==> src/rtl/pi_txn_master.sv <==
`timescale 1ns/1ps
// Parallel-interface transaction master: turns mem/status requests into
// timed SETUP/STROBE/HOLD register accesses and returns one response each.
module pi_txn_master #(
  parameter int unsigned SETUP_CYC   = 2,
  parameter int unsigned STROBE_CYC  = 4,
  parameter int unsigned HOLD_CYC    = 2,
  parameter int unsigned TIMEOUT_CYC = 65535
) (
  input  logic        PI_CLK,
  input  logic        PI_RESET_n,
  input  logic        req_valid,
  output logic        req_ready,
  input  logic [1:0]  req_kind,
  input  logic        req_byte,
  input  logic [23:0] req_addr,
  input  logic [15:0] req_wdata,
  output logic        rsp_valid,
  output logic [15:0] rsp_rdata,
  output logic        rsp_err,
  output logic [1:0]  PI_A,
  output logic        PI_RD,
  output logic        PI_WR,
  output logic [15:0] PI_D_OUT,
  output logic        PI_D_OE,
  input  logic [15:0] PI_D_IN,
  input  logic        PI_TXN_IN_PROGRESS
);

  localparam int unsigned CNT_W = 16;
  localparam logic [CNT_W-1:0] SETUP_LAST  = CNT_W'(SETUP_CYC - 1);
  localparam logic [CNT_W-1:0] STROBE_LAST = CNT_W'(STROBE_CYC - 1);
  localparam logic [CNT_W-1:0] HOLD_LAST   = CNT_W'(HOLD_CYC - 1);
  localparam logic [CNT_W-1:0] TIMEOUT_VAL = CNT_W'(TIMEOUT_CYC);
  // Synchronized TXN level is not trusted until this many WAIT clocks elapsed.
  localparam logic [CNT_W-1:0] IGNORE_CYC  = CNT_W'(4);

  localparam logic [1:0] KIND_MEM_RD = 2'd0;
  localparam logic [1:0] KIND_MEM_WR = 2'd1;
  localparam logic [1:0] KIND_ST_RD  = 2'd2;
  localparam logic [1:0] KIND_ST_WR  = 2'd3;

  typedef enum logic [2:0] {
    ST_IDLE, ST_SETUP, ST_STROBE, ST_HOLD, ST_WAIT, ST_RESP
  } state_t;

  typedef enum logic [2:0] {
    ACC_WR_DATA, ACC_WR_ADDR_LO, ACC_WR_ADDR_HI, ACC_RD_DATA, ACC_STATUS
  } acc_t;

  // Direction of the register access currently being sequenced.
  function automatic logic acc_is_wr(input acc_t acc, input logic [1:0] kind);
    case (acc)
      ACC_RD_DATA: acc_is_wr = 1'b0;
      ACC_STATUS:  acc_is_wr = (kind == KIND_ST_WR);
      default:     acc_is_wr = 1'b1;
    endcase
  endfunction

  // Register address driven on PI_A for each access.
  function automatic logic [1:0] acc_addr(input acc_t acc);
    case (acc)
      ACC_WR_ADDR_LO: acc_addr = 2'd1;
      ACC_WR_ADDR_HI: acc_addr = 2'd2;
      ACC_STATUS:     acc_addr = 2'd3;
      default:        acc_addr = 2'd0;
    endcase
  endfunction

  // Data word driven on PI_D_OUT for each access (zero for reads).
  function automatic logic [15:0] acc_data(input acc_t acc, input logic [1:0] kind,
                                           input logic byt, input logic [23:0] addr,
                                           input logic [15:0] wdata);
    case (acc)
      ACC_WR_DATA:    acc_data = byt ? {wdata[7:0], wdata[7:0]} : wdata;
      ACC_WR_ADDR_LO: acc_data = addr[15:0];
      ACC_WR_ADDR_HI: acc_data = {6'b0, (kind == KIND_MEM_RD), byt, addr[23:16]};
      ACC_STATUS:     acc_data = (kind == KIND_ST_WR) ? wdata : 16'h0000;
      default:        acc_data = 16'h0000;
    endcase
  endfunction

  state_t            state_q, state_d;
  acc_t              acc_q, acc_d;
  logic [CNT_W-1:0]  cnt_q, cnt_d;
  logic              zero_q, zero_d;
  logic              timeout_q, timeout_d;
  logic [1:0]        kind_q, kind_d;
  logic              byte_q, byte_d;
  logic [23:0]       addr_q, addr_d;
  logic [15:0]       wdata_q, wdata_d;
  logic [15:0]       rdata_q, rdata_d;
  logic              sync1_q, sync2_q;

  logic              in_acc_d;
  logic              wr_acc_d;
  logic              req_ready_d;
  logic              rsp_valid_d;
  logic [15:0]       rsp_rdata_d;
  logic              rsp_err_d;
  logic [1:0]        pi_a_d;
  logic              pi_rd_d;
  logic              pi_wr_d;
  logic [15:0]       pi_d_out_d;
  logic              pi_d_oe_d;

  // Two-flop synchronizer for the asynchronous transaction-busy level.
  always_ff @(posedge PI_CLK or negedge PI_RESET_n) begin
    if (!PI_RESET_n) begin
      sync1_q <= 1'b0;
      sync2_q <= 1'b0;
    end else begin
      sync1_q <= PI_TXN_IN_PROGRESS;
      sync2_q <= sync1_q;
    end
  end

  // Next-state, phase/timeout counting and next values of the registered outputs.
  always_comb begin
    state_d     = state_q;
    acc_d       = acc_q;
    cnt_d       = cnt_q;
    zero_d      = zero_q;
    timeout_d   = timeout_q;
    kind_d      = kind_q;
    byte_d      = byte_q;
    addr_d      = addr_q;
    wdata_d     = wdata_q;
    rdata_d     = rdata_q;
    rsp_rdata_d = 16'h0000;
    rsp_err_d   = 1'b0;

    case (state_q)
      ST_IDLE: begin
        if (req_valid && req_ready) begin
          kind_d    = req_kind;
          byte_d    = req_byte;
          addr_d    = req_addr;
          wdata_d   = req_wdata;
          timeout_d = 1'b0;
          cnt_d     = '0;
          state_d   = ST_SETUP;
          case (req_kind)
            KIND_MEM_WR: acc_d = ACC_WR_DATA;
            KIND_MEM_RD: acc_d = ACC_WR_ADDR_LO;
            default:     acc_d = ACC_STATUS;
          endcase
        end
      end
      ST_SETUP: begin
        if (cnt_q == SETUP_LAST) begin
          cnt_d   = '0;
          state_d = ST_STROBE;
        end else begin
          cnt_d = cnt_q + CNT_W'(1);
        end
      end
      ST_STROBE: begin
        if (cnt_q == STROBE_LAST) begin
          if (!acc_is_wr(acc_q, kind_q)) begin
            rdata_d = PI_D_IN;
          end
          cnt_d   = '0;
          state_d = ST_HOLD;
        end else begin
          cnt_d = cnt_q + CNT_W'(1);
        end
      end
      ST_HOLD: begin
        if (cnt_q == HOLD_LAST) begin
          cnt_d = '0;
          case (acc_q)
            ACC_WR_DATA: begin
              acc_d   = ACC_WR_ADDR_LO;
              state_d = ST_SETUP;
            end
            ACC_WR_ADDR_LO: begin
              acc_d   = ACC_WR_ADDR_HI;
              state_d = ST_SETUP;
            end
            ACC_WR_ADDR_HI: begin
              zero_d  = 1'b0;
              state_d = ST_WAIT;
            end
            default: state_d = ST_RESP;
          endcase
        end else begin
          cnt_d = cnt_q + CNT_W'(1);
        end
      end
      ST_WAIT: begin
        if ((cnt_q >= IGNORE_CYC) && !sync2_q && zero_q) begin
          cnt_d = '0;
          if (kind_q == KIND_MEM_RD) begin
            acc_d   = ACC_RD_DATA;
            state_d = ST_SETUP;
          end else begin
            state_d = ST_RESP;
          end
        end else if (cnt_q == TIMEOUT_VAL) begin
          timeout_d = 1'b1;
          state_d   = ST_RESP;
        end else begin
          cnt_d  = cnt_q + CNT_W'(1);
          zero_d = (cnt_q >= IGNORE_CYC) && !sync2_q;
        end
      end
      ST_RESP: state_d = ST_IDLE;
      default: state_d = ST_IDLE;
    endcase

    if (state_d == ST_RESP) begin
      if (timeout_d) begin
        rsp_rdata_d = 16'hFFFF;
        rsp_err_d   = 1'b1;
      end else begin
        case (kind_d)
          KIND_MEM_RD: begin
            if (byte_d) begin
              rsp_rdata_d = addr_d[0] ? {8'h00, rdata_d[7:0]} : {8'h00, rdata_d[15:8]};
            end else begin
              rsp_rdata_d = rdata_d;
            end
          end
          KIND_ST_RD: rsp_rdata_d = rdata_d;
          default:    rsp_rdata_d = 16'h0000;
        endcase
      end
    end

    in_acc_d    = (state_d == ST_SETUP) || (state_d == ST_STROBE) || (state_d == ST_HOLD);
    wr_acc_d    = acc_is_wr(acc_d, kind_d);
    req_ready_d = (state_d == ST_IDLE);
    rsp_valid_d = (state_d == ST_RESP);
    pi_a_d      = in_acc_d ? acc_addr(acc_d) : 2'd0;
    pi_d_out_d  = in_acc_d ? acc_data(acc_d, kind_d, byte_d, addr_d, wdata_d) : 16'h0000;
    pi_d_oe_d   = in_acc_d && wr_acc_d;
    pi_rd_d     = (state_d == ST_STROBE) && !wr_acc_d;
    pi_wr_d     = (state_d == ST_STROBE) && wr_acc_d;
  end

  // State, request capture and registered outputs.
  always_ff @(posedge PI_CLK or negedge PI_RESET_n) begin
    if (!PI_RESET_n) begin
      state_q   <= ST_IDLE;
      acc_q     <= ACC_WR_DATA;
      cnt_q     <= '0;
      zero_q    <= 1'b0;
      timeout_q <= 1'b0;
      kind_q    <= 2'd0;
      byte_q    <= 1'b0;
      addr_q    <= '0;
      wdata_q   <= '0;
      rdata_q   <= '0;
      req_ready <= 1'b0;
      rsp_valid <= 1'b0;
      rsp_rdata <= '0;
      rsp_err   <= 1'b0;
      PI_A      <= 2'd0;
      PI_RD     <= 1'b0;
      PI_WR     <= 1'b0;
      PI_D_OUT  <= '0;
      PI_D_OE   <= 1'b0;
    end else begin
      state_q   <= state_d;
      acc_q     <= acc_d;
      cnt_q     <= cnt_d;
      zero_q    <= zero_d;
      timeout_q <= timeout_d;
      kind_q    <= kind_d;
      byte_q    <= byte_d;
      addr_q    <= addr_d;
      wdata_q   <= wdata_d;
      rdata_q   <= rdata_d;
      req_ready <= req_ready_d;
      rsp_valid <= rsp_valid_d;
      rsp_rdata <= rsp_rdata_d;
      rsp_err   <= rsp_err_d;
      PI_A      <= pi_a_d;
      PI_RD     <= pi_rd_d;
      PI_WR     <= pi_wr_d;
      PI_D_OUT  <= pi_d_out_d;
      PI_D_OE   <= pi_d_oe_d;
    end
  end

endmodule

==> config.mk <==
export PLATFORM = sky130hd
export DESIGN_NAME = pi_txn_master
export DESIGN_NICKNAME = d
export VERILOG_FILES = /design/src/rtl/pi_txn_master.sv
export SDC_FILE = /design/constraint.sdc
export NUM_CORES = 1
export LEC_CHECK = 0
export BUFFER_PORTS_ARGS = -buffer_cell sky130_fd_sc_hd__buf_2
export CAP_MARGIN = 20
export CORE_MARGIN = 3
export CORE_UTILIZATION = 55
export DETAILED_ROUTE_END_ITERATION = 10
export PLACE_DENSITY = 0.81
export SETUP_SLACK_MARGIN = 0.5
export SKIP_LAST_GASP = 1
export SLEW_MARGIN = 20
export SYNTH_ARGS = -nofsm -noshare
export SYNTH_HDL_FRONTEND = slang
export SYNTH_SLANG_ARGS = --single-unit
==> constraint.sdc <==
create_clock -name PI_CLK -period 2.9 [get_ports PI_CLK]
set_input_delay 0.58 -clock PI_CLK [delete_from_list [all_inputs] [get_ports PI_CLK]]
set_output_delay 0.58 -clock PI_CLK [all_outputs]
set_load 0.05 [all_outputs]
## Word-level counts from Yosys, hierarchy flattened

Cells that the tools add are included.

| operators by class | value |
|---|---|
| reductions and logical operators | 23 |
| mux-type cells | 59 |
| add/subtract/negate cells | 1 |
| equality and inequality tests | 29 |
| $lt $le $gt $ge | 1 |

Operators with widths:

| cell | count |
|---|---|
| 16-bit 2-to-1 mux | 16 |
| 16-bit one-hot mux with 4 select lines | 2 |
| 24-bit 2-to-1 mux | 2 |
| 3-bit 2-to-1 mux | 11 |
| 16-bit one-hot mux with 2 select lines | 1 |
| 3-bit by 2-bit == test with 1-bit output, second input constant | 8 |
| 3-bit one-hot mux with 2 select lines | 3 |
| 16-bit by 1-bit adder with 16-bit output, second input constant | 1 |
| 16-bit by 1-bit == test with 1-bit output, second input constant | 1 |
| 16-bit == test, second input constant | 1 |
| 16-bit by 2-bit == test with 1-bit output, second input constant | 1 |
| 16-bit by 3-bit greater-or-equal comparator with 1-bit output, second input constant | 1 |
| 3-bit one-hot mux with 5 select lines | 1 |
| 1-bit 2-to-1 mux | 13 |
| 3-bit by 1-bit == test with 1-bit output, second input constant | 4 |
| 3-bit == test, second input constant | 4 |
| 3-bit zero test | 4 |
| 3-bit one-hot mux with 3 select lines | 1 |
| 8-bit 2-to-1 mux | 1 |
| 2-bit inequality test, second input constant | 4 |
| 1-bit one-hot mux with 2 select lines | 4 |
| 2-bit == test, second input constant | 3 |
| 1-bit logical AND | 6 |
| 2-bit zero test | 3 |
| 12 further kinds | 17 |

| storage, ports and cells | value |
|---|---|
| register bits after elaboration | 125 |

## Depth between registers and ports, before layout

| logic depth | value |
|---|---|
| depth in word-level cells | 12 |
| gate-level depth with buffers | 12 |

## Least setup slack after synthesis

No wires, ideal clock.

| timing | value |
|---|---|
| kind | flip-flop to flip-flop |
| start point | register req_ready |
| end point | register rsp_rdata[7] |
| library setup time | 133 ps |
| path slack | 244 ps |
| path buffers | 1 |
| stages on the path, launching flop included | 10 |
| period minus slack after synthesis | 2,656 ps |
| arrival | 2,523 ps |
| cell sequence | dfrtp_1 > nor4b_1 > and2_1 > buf_2 > mux2i_1 > inv_1 > nand3_2 > mux2_2 > nand2_1 > a21oi_2 |

| on the way | value |
|---|---|
| elaborated cells between the ends (all ways) | 19 |

RTL lines:

| item | line | RTL |
|---|---|---|
| start, declared | 13 | `output logic req_ready,` |
| start signal, assigned | 275 | `req_ready <= req_ready_d;` |
| 1-bit logical AND | 135 | `if (req_valid && req_ready) begin` |
| 1-bit 2-to-1 mux | 135 |  |
| 1-bit 2-to-1 mux | 133 | `case (state_q)` |
| named net byte_d | 89 | `logic byte_q, byte_d;` |
| 16-bit 2-to-1 mux | 219 | `if (byte_d) begin` |
| 16-bit one-hot mux with 2 select lines | 217 | `case (kind_d)` |
| 16-bit 2-to-1 mux | 213 | `if (timeout_d) begin` |
| 16-bit 2-to-1 mux | 212 | `if (state_d == ST_RESP) begin` |
| named net rsp_rdata_d[7] | 99 | `logic [15:0] rsp_rdata_d;` |
| end signal, assigned | 277 | `rsp_rdata <= rsp_rdata_d;` |
| end, declared | 19 | `output logic [15:0] rsp_rdata,` |

The timed path passes the listed nets, and every way through them passes these cells.
A chain may end at the register's enable or synchronous reset.

## Worst setup path after layout

| timing | value |
|---|---|
| start point | register cnt_q[13] |
| end point | register PI_D_OUT[8] |

| on the way | value |
|---|---|
| elaborated cells between the ends (all ways) | 26 |

RTL lines:

| item | line | RTL |
|---|---|---|
| start, declared | 85 | `logic [CNT_W-1:0] cnt_q, cnt_d;` |
| start signal, assigned | 267 | `cnt_q <= cnt_d;` |
| 16-bit by 3-bit greater-or-equal comparator with 1-bit output | 192 | `if ((cnt_q >= IGNORE_CYC) && !sync2_q && zero_q) begin` |
| 1-bit logical AND (2 in a row) | 192 |  |
| 3-bit 2-to-1 mux | 192 |  |
| 3-bit one-hot mux with 3 select lines * | 133 |  |
| named net acc_d[1] | 84 | `acc_t acc_q, acc_d;` |
| 3-bit == test, or another cell as far along | 74 | `case (acc)` |
| 16-bit one-hot mux with 4 select lines * | 74 |  |
| 16-bit 2-to-1 mux * | 236 | `pi_d_out_d = in_acc_d ? acc_data(acc_d, kind_d, byte_d, addr_d, wdata_d) : 16'h0000;` |
| named net pi_d_out_d[8] | 104 | `logic [15:0] pi_d_out_d;` |
| end signal, assigned | 282 | `PI_D_OUT <= pi_d_out_d;` |
| end, declared | 24 | `output logic [15:0] PI_D_OUT,` |

The timed path passes the listed nets; every way through them passes the cells marked *.

==> summary.md <==
| Metric | Value |
|---|---|
| Share of cells above drive strength 1 | 0.361 |
| Drc violations | 0 |
| # nets final | 780 |
| Worst VDD drop | 0.556 mV |
| WHS | 0.0705 ns |
| Synthesized area per cell | 10.3 sq um |
| Crit path time final | 2.60 ns |
| DR pass1 iterations | 5 |
| Die width | 109 um |
| Sequential share of power | 0.303 |
| Peak Freq | 384 MHz |
| Antenna Nets Post-Route | 0 |
| Final HPWL DP | 9900 um |
| Worst-margin pin slew | 0.640 ns |
| Starting density of the core | 0.566 |
| Synth cell types | 61 |
| Crit path max fanout | 8 |
| Chip Height | 109 um |
| Routed vias/inst | 5.92 |
| Layout Skew | 0.00840 ns |
| Inst Count DP | 803 |
| Clk Latency, worst-skew pair | 0.53 ns |
| Final Hold Vio Count | 0 |
| Yosys Warn Count | 0 |
| Num CTS Buffers | 17 |
| Finished Cell Area | 7630 sq um |
| Register area share after synthesis | 0.535 |
| Top post-synthesis cells by area | dfrtp_1 53%, nand2_1 6.0%, mux2i_1 5.3% |
| I/O pins | 103 |
| Critical path class | reg -> reg |
| Share of the synthesized area in the top cell type | 0.535 |
| Mapped cell area | 5850 sq um |
| Antenna diodes | 0 |
| Hold Crit Class | in -> async |
| Max Root-Sink Buffers | 2 |
| Fin util | 0.739 |
| FP Rows | 37 |
| Vias | 5107 |
| CTS tree | yes |
| Synth-to-Final Area Change | 30.5% |
| Final cell count without fillers | 862 |
| Placed Area | 6640 sq um |
| Status | finished clean |
| Gr ovfl total | 0 |
| DRT iter0 DRCs | 427 |
| Clk pwr share | 0.237 |
| Internal | 4.87 mW |
| Routed wire length | 16200 um |
| Worst setup SP type | register |
| Clock Root Buffer | clkbuf_8 |
| Setup WS pre-CTS | 0.175 ns |
| Cts hold-fix bufs | 0 |
| Largest net degree at the start of global routing | 47 |
| WP data required | 3.36 ns |
| Die area | 11900 sq um |
| Max Slew Vio Count | 0 |
| Largest area contributor in the netlist | dfrtp_1 |
| Unrepaired setup endpoints after global routing | yes |
| CTS clk-pin slew, worst paths | 0.06 ns |
| H-tree levels | 4 |
| Post-synth EDFFs | 0 |
| Combinational power share | 0.459 |
| Initial antenna violation count | 0 |
| Leak | 3.82 nW |
| R2R Setup Slk | 0.30 ns |
| Switching power | 3.35 mW |
| Core box area | 10300 sq um |
| Worst path arrival time | 3.06 ns |
| Pwr dens | 1080 nW/um^2 |
| Flops & latches, synth | 125 |
| Sw frac | 0.407 |
| Routed WL per cell | 18.8 um |
| Final setup margin | 0.296 ns |
| # setup viols final | 0 |
| Final period util | 0.898 |
| Syn_nets | 634 |
| Syn Inst Count | 568 |
| Pwr Total | 8.23 mW |
| GRT Total Usage | 0.268 |
| First-pass GRT wire length | 24700 um |
| MaxCap Viol Count | 0 |
| Sum Neg Setup Slack | 0 ns |
| Synth async-reset ratio | 1.00 |
| IO Port Bufs | 102 |
| Primary FF master, synth | dfrtp_1 |
| Clock sink count | 125 |
| Worst setup EP type | register |
| GP Congestion | 0.913 |
| Number of global-route vias before repair | 4981 |
| Slew HR | 0.573 |
final timing paths:
kind	startpoint	end	cells after the start
worst min-delay path	PI_RESET_n	cnt_q[9]	1
worst max-delay path	cnt_q[13]	PI_D_OUT[8]	9
max in group asynchronous	PI_RESET_n	cnt_q[0]	2
min in group PI_CLK	PI_TXN_IN_PROGRESS	sync1_q	1
worst min register to register	sync1_q	sync2_q	0
worst max register to register	cnt_q[13]	PI_D_OUT[8]	9
cell families after synthesis:
family                   share of synthesized area
AO/OA/AOI/OAI                                0.124
adder cells (fa/ha/maj)                    0.00642
multiplexers                                0.0909
buffers and inverters                       0.0428
AND/OR/NAND/NOR                              0.200
flip-flops                                   0.535
XOR/XNOR                                   0.00150
final cells by class:
cell class,instances,area [sq um]
clock buffers,20,455
clock inverters,11,92.6
fillers,643,2690
inverters,35,131
multi-input cells,383,2640
flip-flops and latches,125,3140
well taps,136,170
repair buffers,152,996
layout by cell type (no fill, tap or decap), types with 3 or more instances in the layout:
cell and n:
clkinv_2 6, o21ai_0 19, a21oi_2 3, nand3_1 37
inv_1 32, nor3b_1 8, dfrtp_2 11, clkbuf_8 4
buf_12 4, mux2i_1 28, inv_2 3, nand2b_1 10
or3_1 4, mux2_4 11, nor2_1 23, nor4_4 4
dfrtp_1 114, and3_1 10, nor3_1 3, a31oi_1 15
buf_6 4, a21oi_1 29, buf_4 40, nand2_1 90
o21ai_1 3, buf_2 101, mux2_2 6, clkbuf_16 18
o22ai_1 3, nor2_2 4, mux2i_2 3, o21a_1 14
nand2_2 3
state kept, by name, summed over array words and instances (netlist names):
name and cells:
zero_q 1, rsp_err 1, PI_D_OUT 16, wdata_q 16, timeout_q 1, rsp_rdata 16, addr_q 24, req_ready 1
rdata_q 16, cnt_q 16, sync2_q 1, kind_q 2, PI_RD 1, PI_D_OE 1, sync1_q 1, acc_q 3
byte_q 1, PI_A 2, rsp_valid 1, state_q 3, PI_WR 1
critical path, cell delays in order, from the launching register on:
cell and delay, ns:
dfrtp_2 0.43, nor4_4 0.39, and4_4 0.34, nor2_2 0.10
a221oi_4 0.37, inv_2 0.11, a21o_1 0.23, a21oi_4 0.23
clkbuf_16 0.21, o31a_1 0.13
repair_timing:
item | 4_1_cts | 5_1_grt
endpoints found under the setup margin | 55 | 55
pin swaps | 12 | 11
buffers inserted | 17 | 8
gates cloned | 0 | 3
resized for setup | 31 | 25
per-layer routing:
metal,part of all wire,GRT usage,wire length (um),up-vias
met1,0.40,0.352,6440,2479
met3,0.092,0.0787,1480,66
met5,0,0,0,-
met4,0.030,0.106,479,0
met2,0.48,0.420,7770,291
li1,-,-,-,2271
cells in the mapped netlist (3+ instances only):
library cell / count
o21ai_0: 20
inv_1: 35
o22ai_1: 4
buf_2: 8
dfrtp_1: 125
nand2_1: 94
a31oi_1: 17
mux2i_1: 31
nor4_4: 4
o21ai_1: 3
ha_1: 3
nand3_1: 39
nor2_1: 25
clkbuf_1: 13
and3_1: 11
o21a_1: 14
nand2b_1: 10
nor3b_1: 9
or3_1: 4
mux2_4: 8
a21oi_1: 31
mux2_2: 9
nor3_1: 4
power by group through the flow:
stage | clock, mW | sequential [mW] | combinational (mW)
2_1_floorplan | 0 | 2.68 | 2.07
3_3_place_gp | 0 | 2.47 | 3.03
3_5_place_dp | 0 | 2.49 | 3.12
4_1_cts | 1.96 | 2.48 | 3.42
5_1_grt | 2.06 | 2.54 | 4.06
6_report | 1.95 | 2.49 | 3.78
Power figures use the tool's default switching activity.
